`config.mk`:
```
export PLATFORM = sky130hd
export DESIGN_NAME = spi_p_slave
export DESIGN_NICKNAME = d
export VERILOG_FILES = /design/src/rtl/spi_p_slave.sv
export SDC_FILE = /design/constraint.sdc
export NUM_CORES = 1
export LEC_CHECK = 0
export ABC_AREA = 1
export BUFFER_PORTS_ARGS = -buffer_cell sky130_fd_sc_hd__buf_2
export CORE_MARGIN = 5
export CORE_UTILIZATION = 57
export DETAILED_ROUTE_END_ITERATION = 8
export HOLD_SLACK_MARGIN = 0.03
export PLACE_DENSITY = 0.87
export SLEW_MARGIN = 0
export SYNTH_ARGS = -nofsm -noshare
export SYNTH_HDL_FRONTEND = slang
export SYNTH_SLANG_ARGS = --single-unit
export TNS_END_PERCENT = 20
```
`constraint.sdc`:
```
create_clock -name clk -period 1.85 [get_ports clk]
set_input_delay 0.37 -clock clk [delete_from_list [all_inputs] [get_ports clk]]
set_output_delay 0.37 -clock clk [all_outputs]
set_load 0.1 [all_outputs]
```
`src/rtl/spi_p_slave.sv`:
```
// SPI mode-0 slave, LSB first, fully synchronous to clk.
// sclk/cs/mosi are oversampled through synchronizers and edge-detected in the clk domain.
module spi_p_slave #(
  parameter int unsigned DATA_BITS   = 8,
  parameter int unsigned SYNC_STAGES = 2
) (
  input  logic                 clk,
  input  logic                 reset,
  input  logic                 sclk,
  input  logic                 cs,
  input  logic                 mosi,
  output logic                 miso,
  input  logic [DATA_BITS-1:0] data_out,
  output logic [DATA_BITS-1:0] data_in,
  output logic                 busy,
  output logic                 done,
  output logic                 abort
);

  localparam int unsigned CNT_W  = $clog2(DATA_BITS + 1);
  localparam int unsigned FILL_W = $clog2(SYNC_STAGES + 2);
  localparam logic [CNT_W-1:0]  LAST_BIT = CNT_W'(DATA_BITS - 1);
  localparam logic [FILL_W-1:0] FILL_MAX = FILL_W'(SYNC_STAGES + 1);

  typedef enum logic [1:0] {IDLE, SHIFT, HOLD} state_t;

  state_t                 state_q;
  logic [SYNC_STAGES-1:0] sclk_sync_q, cs_sync_q, mosi_sync_q;
  logic                   sclk_hist_q, cs_hist_q, mosi_hist_q;
  logic [FILL_W-1:0]      fill_q;
  logic                   armed_q;
  logic [CNT_W-1:0]       cnt_q;
  logic [DATA_BITS-1:0]   tx_q, rx_q;

  logic sclk_s, cs_s;
  logic sclk_rise, sclk_fall, cs_rise, cs_fall;
  logic [DATA_BITS-1:0] rx_next;

  assign sclk_s    = sclk_sync_q[SYNC_STAGES-1];
  assign cs_s      = cs_sync_q[SYNC_STAGES-1];
  assign sclk_rise = sclk_s & ~sclk_hist_q;
  assign sclk_fall = ~sclk_s & sclk_hist_q;
  assign cs_rise   = cs_s & ~cs_hist_q;
  assign cs_fall   = ~cs_s & cs_hist_q;
  // mosi taken from the history stage: the value held just before the sclk edge
  assign rx_next   = rx_q | (DATA_BITS'(mosi_hist_q) << cnt_q);

  always_ff @(posedge clk) begin
    if (reset) begin
      state_q     <= IDLE;
      sclk_sync_q <= '0;
      cs_sync_q   <= '0;
      mosi_sync_q <= '0;
      sclk_hist_q <= 1'b0;
      cs_hist_q   <= 1'b0;
      mosi_hist_q <= 1'b0;
      fill_q      <= '0;
      armed_q     <= 1'b0;
      cnt_q       <= '0;
      tx_q        <= '0;
      rx_q        <= '0;
      miso        <= 1'b0;
      data_in     <= '0;
      busy        <= 1'b0;
      done        <= 1'b0;
      abort       <= 1'b0;
    end else begin
      sclk_sync_q <= {sclk_sync_q[SYNC_STAGES-2:0], sclk};
      cs_sync_q   <= {cs_sync_q[SYNC_STAGES-2:0], cs};
      mosi_sync_q <= {mosi_sync_q[SYNC_STAGES-2:0], mosi};
      sclk_hist_q <= sclk_s;
      cs_hist_q   <= cs_s;
      mosi_hist_q <= mosi_sync_q[SYNC_STAGES-1];
      done        <= 1'b0;
      abort       <= 1'b0;

      // A start needs cs seen low once the pipeline holds real post-reset samples
      if (fill_q != FILL_MAX) begin
        fill_q <= fill_q + FILL_W'(1);
      end else if (!cs_s) begin
        armed_q <= 1'b1;
      end

      case (state_q)
        IDLE: begin
          miso <= 1'b0;
          if (cs_rise && armed_q) begin
            state_q <= SHIFT;
            tx_q    <= data_out;
            rx_q    <= '0;
            cnt_q   <= '0;
            busy    <= 1'b1;
            miso    <= data_out[0];
          end
        end
        SHIFT: begin
          if (cs_fall) begin
            // cs loss wins even against a coincident final sclk rise
            state_q <= IDLE;
            busy    <= 1'b0;
            abort   <= 1'b1;
            miso    <= 1'b0;
            cnt_q   <= '0;
          end else if (sclk_rise) begin
            rx_q  <= rx_next;
            cnt_q <= cnt_q + CNT_W'(1);
            if (cnt_q == LAST_BIT) begin
              state_q <= HOLD;
              data_in <= rx_next;
              done    <= 1'b1;
              miso    <= 1'b0;
            end
          end else if (sclk_fall) begin
            tx_q <= tx_q >> 1;
            miso <= tx_q[1];
          end
        end
        HOLD: begin
          miso <= 1'b0;
          if (cs_fall) begin
            state_q <= IDLE;
            busy    <= 1'b0;
            cnt_q   <= '0;
          end
        end
        default: begin
          state_q <= IDLE;
          busy    <= 1'b0;
          miso    <= 1'b0;
        end
      endcase
    end
  end

endmodule

```
# ---- Word level (Yosys, flattened, before mapping)
# Cells that the tools add are included.
# Widths: inputs -> output; s select.
dict set report word_totals {
  ff_bits 46
  wordCells 94
}
dict set report classes {
  addsub 2
  reduce_logical 15
  eq_ne 15
  mux 31
  bitwise 13
  shift 1
}
# op n
set ops {}
lappend ops {{$mux 8} 7}
lappend ops {{$pmux 8 s2} 2}
lappend ops {{$mux 4} 4}
lappend ops {{$reduce_and 4->1} 4}
lappend ops {{$ne 2x2->1 const B} 7}
lappend ops {{$pmux 4 s3} 1}
lappend ops {{$mux 2} 5}
lappend ops {{$mux 1} 9}
lappend ops {{$ne 4x4->1 const B} 2}
lappend ops {{$not 1->1} 8}
lappend ops {{$or 8x8->8} 1}
lappend ops {{$shl 1x4->8} 1}
lappend ops {{$ne 3x3->1 const B} 2}
lappend ops {{$pmux 2 s3} 1}
lappend ops {{$reduce_and 2->1} 3}
lappend ops {{$reduce_and 5->1} 1}
lappend ops {{$add 4x1->4 const B} 1}
lappend ops {{$and 1x1->1} 4}
lappend ops {{$eq 4x3->1 const B} 1}
lappend ops {{$pmux 1 s2} 2}
lappend ops {{$reduce_or 2->1} 2}
lappend ops {{$reduce_or 4->1} 1}
lappend ops {{$reduce_bool 3->1} 1}
lappend ops {{$add 2x1->2 const B} 1}
lappend ops {{6 further kinds} 6}

# ---- Longest topological paths before layout
# Gate-level depths: netlist of the first run.
dict set report logic_depth {
  depth_word 6
  depth_mapped 10
  mapped_depth_nobuf 9
}

# ---- Least setup slack after synthesis of the first run
# No wires, ideal clock.
dict set report synth_path {
  path_type {reg-to-reg}
  startpoint {register state_q[1]}
  endpoint {register tx_q[4]}
  setup_ps 115
  arrival_time_ps 1362
  synth_period_minus_slack_ps 1477
  slack_ps 373
  required_time_ps 1735
  stages_incl_launch_ff 11
  path_cell_list {dfxtp_1 inv_1 ha_1 buf_4 nand2_1 o21ai_1 nor2_4 buf_6 nand3_1 nand2_1 nor2_1}
}
dict set report synth_via {
  elab_chain_cells 3
  elab_cells_between_ends 9
  cone_classes {5 x eq/ne; 1 x mux; 3 x reduce/logical}
}
# element line
set synth_lines {}
lappend synth_lines {{start, declared} 27} ;# state_t state_q;
lappend synth_lines {{start signal, assigned} 50} ;# state_q <= IDLE;
lappend synth_lines {{start signal, assigned} 88} ;# state_q <= SHIFT;
lappend synth_lines {{start signal, assigned} 99} ;# state_q <= IDLE;
lappend synth_lines {{$eq 2x1->1 / $logic_not 2->1 (equally long branches)} 84} ;# case (state_q)
lappend synth_lines {{$ne 2x2->1 (no source line) / $reduce_bool 2->1 (equally long branches)} --}
lappend synth_lines {{$reduce_and 5->1 (no source line)} --}
lappend synth_lines {{end signal, assigned} 89} ;# tx_q <= data_out;
lappend synth_lines {{end signal, assigned} 114} ;# tx_q <= tx_q >> 1;
lappend synth_lines {{end, declared} 33} ;# logic [DATA_BITS-1:0] tx_q, rx_q;
# Parallel ways exist; a longest one is shown, timed or not.
# A chain may end at the register's enable or synchronous reset.

# ---- Worst setup path in the final report of the first run
dict set report layout_path {
  startpoint {register state_q[1]}
  endpoint {register tx_q[2]}
}
# The elaborated chain is that of the path after synthesis.

==> reports/results.ini, run 1 <==
[status]
outcome = completed

[place]
hpwl_um = 2940
port_buffers = 24
dp_slack_ns = 0.178
place.gp.congestion = 0.850

[power]
max-vdd-ir-drop_mv = 1.23
p_leak_nw = 1.11
powerDensity_nw_per_um2 = 1680
finalPower_mw = 4.01

[critical_path]
worst_r2r_path_depth = 9
end_kind = register
critPathRequiredTime_ns = 2.04
cp.arrival_ns = 1.88
criticalPathCategory = register to register
crit_fanout = 14
start_kind = register

[drt]
drc = 0
drtIter0Drc = 155
routed_wl_um = 4070
drt_pass1_iterations = 4
wl_per_cell_um = 11.2
vias_per_cell = 5.08
vias = 1853
postRouteAntennaNets = 0

[synthesis]
syn_nets = 314
yosys_warnings = 0
synth_cell_type_count = 26
syn_inst = 292
syn-cell-area_um2 = 2130
syn_avg_cell_area_um2 = 7.30
ys_ff_latch = 45
yosysSeqAreaShare_pct = 42.3

[die]
coreArea_um2 = 3630
num_rows = 22
dieWidth_um = 71.1
ios = 25
chipHeight_um = 71.1
fp.dieArea_um2 = 5060
start_util_pct = 58.6

[timing]
setup_ws_ns = 0.159
setup_viol = 0
max_freq_mhz = 592
finClkSkew_ns = 0.00956
drv_slew = 0
finalCriticalPeriod_ns = 1.69
hold-worst-slack_ns = 0.269
fin_crit_sh_pct = 91.4
setup_tns_ns = 0
rsz0062_at_grt = no
hold_violations = 0
slew_headroom_pct = 67.9
tightestPinTransition_ns = 0.486

[cts]
h-tree-depth = 2
tritoncts = yes
cts_hold_buffers = 0
clock_sinks = 45
cts_root_buf = clkbuf_8
clk_latency_ns = 0.30
cts_buffers = 5
clk_path_buf_depth = 2
clkSlewWorstSetupHoldPaths_ns = 0.08

[finish]
mostFrequentLayoutCells = nor2_1 (59), dfxtp_1 (45), nand2_1 (43)
fin_nets = 338
drive_gt1_share_pct = 15.5
syn_to_final_growth_pct = 12.2
final_util_pct = 65.8
layout_commonest_cell = nor2_1
num_antenna_cells = 0

[global_routing]
grt_pass1_wl_um = 6950
antenna_found_initial = 0
gr-total-overflow = 0
grt_pass1_vias = 1692
grt_usage_pct = 16.7
grt_max_degree = 31

[worst_hold_path]
worstHoldPathCells = 3
min_path_type = primary input to register

[run]
cap_viol_max_count = 0

-- path summary, 6_finish.rpt --
path                    endpoint      startpoint  slack (ns)
setup / recovery         tx_q[2]      state_q[1]        0.16
hold / removal    mosi_sync_q[0]            mosi        0.27
setup reg to reg         tx_q[2]      state_q[1]        0.16
hold reg to reg      mosi_hist_q  mosi_sync_q[1]        0.41
-- cell type report --
class,count,area (um^2)
timing repair buffer,26,135
sequential,45,901
clock buffer,7,86.3
multi-input combinational,200,1030
fill,333,1240
clock inverter,1,30.0
tap,48,60.1
inverter,38,144
-- critical path, cell delays in order, from the launching register on --
cell,delay (ns)
dfxtp_1,0.34
inv_1,0.09
ha_1,0.31
inv_2,0.12
nand2_2,0.12
nand2_1,0.09
nor2_4,0.27
nand3_1,0.12
nand2_1,0.09
nor2_1,0.04
-- synth_stat cells --
| cell type | instances | share of area, % |
|---|---|---|
| mux2i_1 | 6 | 2.8 |
| nand3_1 | 19 | 4.5 |
| clkbuf_1 | 2 | 0.35 |
| nor3_1 | 2 | 0.47 |
| nand2_2 | 3 | 0.88 |
| a31oi_1 | 1 | 0.29 |
| nand2_1 | 43 | 7.6 |
| o21ai_1 | 4 | 0.94 |
| nor2_1 | 59 | 10 |
| dfxtp_1 | 45 | 42 |
| o21bai_1 | 1 | 0.35 |
| ha_1 | 9 | 5.3 |
| a21oi_1 | 24 | 5.6 |
| inv_1 | 34 | 6.0 |
| buf_2 | 4 | 0.94 |
| nor2_4 | 2 | 1.1 |
| nand4_1 | 1 | 0.29 |
| nand3_2 | 2 | 0.94 |
| buf_6 | 2 | 1.1 |
| nor2_2 | 3 | 0.88 |
| o21ai_0 | 19 | 4.5 |
| nand4_4 | 1 | 1.0 |
| buf_4 | 1 | 0.35 |
| clkinv_2 | 1 | 0.23 |
| nand2_4 | 1 | 0.53 |
| inv_2 | 3 | 0.53 |
-- routing by layer --
| metal | track usage (%) | share of wire [%] | vias to the layer above |
|---|---|---|---|
| li1 | - | - | 972 |
| met1 | 19.7 | 45 | 829 |
| met2 | 29.3 | 47 | 42 |
| met3 | 4.40 | 5.1 | 10 |
| met4 | 5.64 | 2.0 | 0 |
| met5 | 0 | 0 | - |
-- sequential cells by signal (all words and copies together) (netlist names), 2 cells and up --
register and cells:
data_in 8, rx_q 8, tx_q 7, cnt_q 4
cs_sync_q 2, fill_q 2, mosi_sync_q 2, sclk_sync_q 2
state_q 2
-- timing repair --
action / 4_1_cts / 5_1_grt
resized for setup: 0 / 1
setup buffers: 0 / 0
setup endpoints to repair: 0 / 6
hold endpoints to repair: 0 / 0
-- metrics by stage --
stage / std cells / instance area (um^2)
2_1_floorplan: 292 / 2130
3_3_place_gp: 357 / 2270
3_5_place_dp: 357 / 2270
4_1_cts: 365 / 2380
5_1_grt: 365 / 2390
6_report: 365 / 2390
-- power by group --
part / total [mW] / internal, mW / switching [mW]
clock: 0.755 / 0.440 / 0.315
combinational: 1.89 / 0.649 / 1.24
sequential: 1.37 / 1.23 / 0.139
total: 4.01 / 2.32 / 1.69
-- cell families (layout without fill, tap and decap cells) --
group,Yosys count,after routing,share of synthesized area (%)
and+or+nand+nor,136,136,28.5
AOI/OAI and AO/OA,49,49,11.7
buffers and inverters,47,72,9.45
DFF,45,45,42.3
adders and majority gates,9,9,5.28
muxes,6,6,2.82
(Power assumes the default switching activity.)
==> inputs of run 2 (changes only) <==
==> constraint.sdc (replaced) <==
create_clock -name clk -period 1.85 [get_ports clk]
set_input_delay 0.2775 -clock clk [delete_from_list [all_inputs] [get_ports clk]]
set_output_delay 0.2775 -clock clk [all_outputs]
set_load 0.1 [all_outputs]
==> run 2 against run 1 <==
Compared with the run above:
- register-to-register slack better by 0.05 ns
- core utilization down 0.55 points
- die area unchanged
- wire length down 0.37%
- count of clock-buffer cells in the layout unchanged
- hold slack worse by 0.090 ns
- total power down 3.6%
- setup slack better by 0.045 ns
- global-route usage up 0.36 points
- critical path depth down 2
- sequential share of layout area up 0.32 points
- final area down 0.84%
- largest power group unchanged
==> reports/results.ini, run 2 (synthesis gave the netlist of run 1 again) <==
[critical_path]
reg2reg_from = state_q[1]  ; unchanged
crit_fanout = 9  ; was 14
crit_start = state_q[1]  ; unchanged
reg2reg_to = data_in[3]  ; was tx_q[2]
reg2reg_slack_ns = 0.20  ; was 0.16 ns
end_kind = register  ; unchanged
crit_chain = inv_1 > ha_1 > inv_2 > nor2_2 > nand3_2 > o21ai_0 > nor2_1  ; was inv_1 > ha_1 > inv_2 > nand2_2 > nand2_1 > nor2_4 > nand3_1 > nand2_1 > nor2_1
crit_family = simple AND/OR/NAND/NOR gates  ; unchanged
crit_path_top_delay_cell = dfxtp_1  ; unchanged
critPathRequiredTime_ns = 2.05  ; was 2.04 ns
criticalPathCategory = register to register  ; unchanged
path_buf_inv = 2  ; unchanged
cpPeakStageDelay_ns = 0.34  ; about the same
start_kind = register  ; unchanged
worst_r2r_path_depth = 7  ; was 9
cp.arrival_ns = 1.84  ; was 1.88 ns

[place]
port_buffers = 24  ; unchanged
place.gp.congestion = 0.904  ; was 0.850
postPlaceCellArea_um2 = 2280  ; was 2270 um^2
hpwl_um = 3070  ; was 2940 um

[die]
ios = 25  ; unchanged
coreArea_um2 = 3630  ; unchanged
fp.dieArea_um2 = 5060  ; unchanged
dieWidth_um = 71.1  ; unchanged
start_util_pct = 58.6  ; unchanged
chipHeight_um = 71.1  ; unchanged
num_rows = 22  ; unchanged

[timing]
max_freq_mhz = 608  ; was 592 MHz
drv_slew = 0  ; unchanged
rsz0062_at_grt = no  ; unchanged
slew_headroom_pct = 67.7  ; was 67.9%
hold_violations = 0  ; unchanged
setup_viol = 0  ; unchanged
finalCriticalPeriod_ns = 1.65  ; was 1.69 ns
fin_crit_sh_pct = 88.9  ; was 91.4%
finClkSkew_ns = 0.00457  ; was 0.00956 ns
tightestPinTransition_ns = 0.488  ; was 0.486 ns
setup_tns_ns = 0  ; unchanged

[cts]
tritoncts = yes  ; unchanged
cts_root_buf = clkbuf_8  ; unchanged
clock_sinks = 45  ; unchanged
h-tree-depth = 2  ; unchanged
cts_setup_buffers = 0  ; unchanged
clkSlewWorstSetupHoldPaths_ns = 0.08  ; about the same
cts_buffers = 5  ; unchanged
cts_hold_buffers = 0  ; unchanged
clk_path_buf_depth = 2  ; unchanged
clk_latency_ns = 0.30  ; about the same
cts.repair.resized = 0  ; unchanged

[drt]
drt_pass1_iterations = 4  ; unchanged
postRouteAntennaNets = 0  ; unchanged
routed_wl_um = 4060  ; was 4070 um
drtIter0Drc = 109  ; was 155
vias_per_cell = 5.06  ; was 5.08
wl_per_cell_um = 11.1  ; was 11.2 um
vias = 1851  ; was 1853
drc = 0  ; unchanged

[finish]
layout_commonest_cell = nor2_1  ; unchanged
fin_nets = 340  ; was 338
mostFrequentLayoutCells = nor2_1 (59), dfxtp_1 (45), nand2_1 (43)  ; unchanged
num_antenna_cells = 0  ; unchanged
fill_cells = 317  ; was 333
final_area_um2 = 2370  ; was 2390 um^2
reg_top3 = data_in (8), rx_q (8), tx_q (7)  ; unchanged
syn_to_final_growth_pct = 11.2  ; was 12.2%
drive_gt1_share_pct = 15.7  ; was 15.5%

[global_routing]
grt.busiest_layer = met2  ; unchanged
gr-total-overflow = 0  ; unchanged
grt_pass1_vias = 1712  ; was 1692
grt_max_degree = 24  ; was 31
grt_pass1_wl_um = 6950  ; unchanged
grt_use_met3_pct = 5.26  ; was 4.40%
grt_use_met2_pct = 28.8  ; was 29.3%
grt_usage_pct = 17.1  ; was 16.7%
antenna_found_initial = 0  ; unchanged
met1_usage_pct = 20.1  ; was 19.7%

[worst_hold_path]
min_path_type = primary input to register  ; unchanged
hp-start = sclk  ; was mosi
worstHoldPathCells = 3  ; unchanged
holdPathEnd = sclk_sync_q[0]  ; was mosi_sync_q[0]

[power]
comb_power_share_pct = 48.9  ; was 47.1%
p_leak_nw = 1.10  ; was 1.11 nW
p_int_mw = 2.17  ; was 2.32 mW
power_frac_seq_pct = 35.5  ; was 34.1%
clockPowerShare_pct = 15.6  ; was 18.8%
switchingPower_mw = 1.69  ; about the same
switching_share_pct = 43.8  ; was 42.2%
powerDensity_nw_per_um2 = 1630  ; was 1680 nW/um^2
max-vdd-ir-drop_mv = 1.14  ; was 1.23 mV

[status]
outcome = completed  ; unchanged

[run]
cap_viol_max_count = 0  ; unchanged

-- run 2: power groups by stage --
stage	clock (mW)	combinational (mW)	sequential, mW
2_1_floorplan	0	1.63	1.40
3_3_place_gp	0	1.81	1.38
3_5_place_dp	0	1.88	1.39
4_1_cts	0.622	1.89	1.37
5_1_grt	0.662	2.16	1.40
6_report	0.603	1.89	1.37
-- run 2: per-layer routing --
layer / wire length, um / up-vias
met4: 95 / 0
met5: 0 / -
met3: 250 / 9
met1: 1800 / 823
met2: 1920 / 45
li1: - / 974
-- run 2: tightest hold or removal path, stage by stage --
cell and delay, ns:
buf_2 0.09, inv_1 0.04, nor2_1 0.03
-- run 2: cell type report --
class | count | area, um^2 | share of cell area [%]
Sequential cell | 45 | 901 | 38.0
Inverter | 38 | 144 | 6.07
Tap cell | 48 | 60.1 | 2.53
Multi-Input combinational cell | 200 | 1030 | 43.4
Clock buffer | 7 | 86.3 | 3.64
Timing Repair Buffer | 28 | 150 | 6.34
-- run 2: how the worst max path moves through the flow --
stage	end	slack, ns	cells past startpoint
after detailed placement	data_in[3]	0.21	7
after CTS	tx_q[3]	0.20	9
final	data_in[3]	0.20	7
after global routing	data_in[3]	0.01	7
after global placement	data_in[0]	0.30	7
after floorplan	tx_q[4]	0.37	10
-- run 2: stage by stage --
step | utilization (%) | setup WS, ns | hold slack (ns) | power (mW) | instances
6_report | 65.2 | 0.205 | 0.179 | 3.87 | 366
3_3_place_gp | 62.8 | 0.300 | 0.391 | 3.19 | 359
5_1_grt | 65.2 | 0.0119 | 0.181 | 4.22 | 366
3_5_place_dp | 62.8 | 0.211 | 0.392 | 3.27 | 359
4_1_cts | 65.2 | 0.197 | 0.171 | 3.88 | 366
2_1_floorplan | - | 0.373 | 0.347 | 3.03 | 292
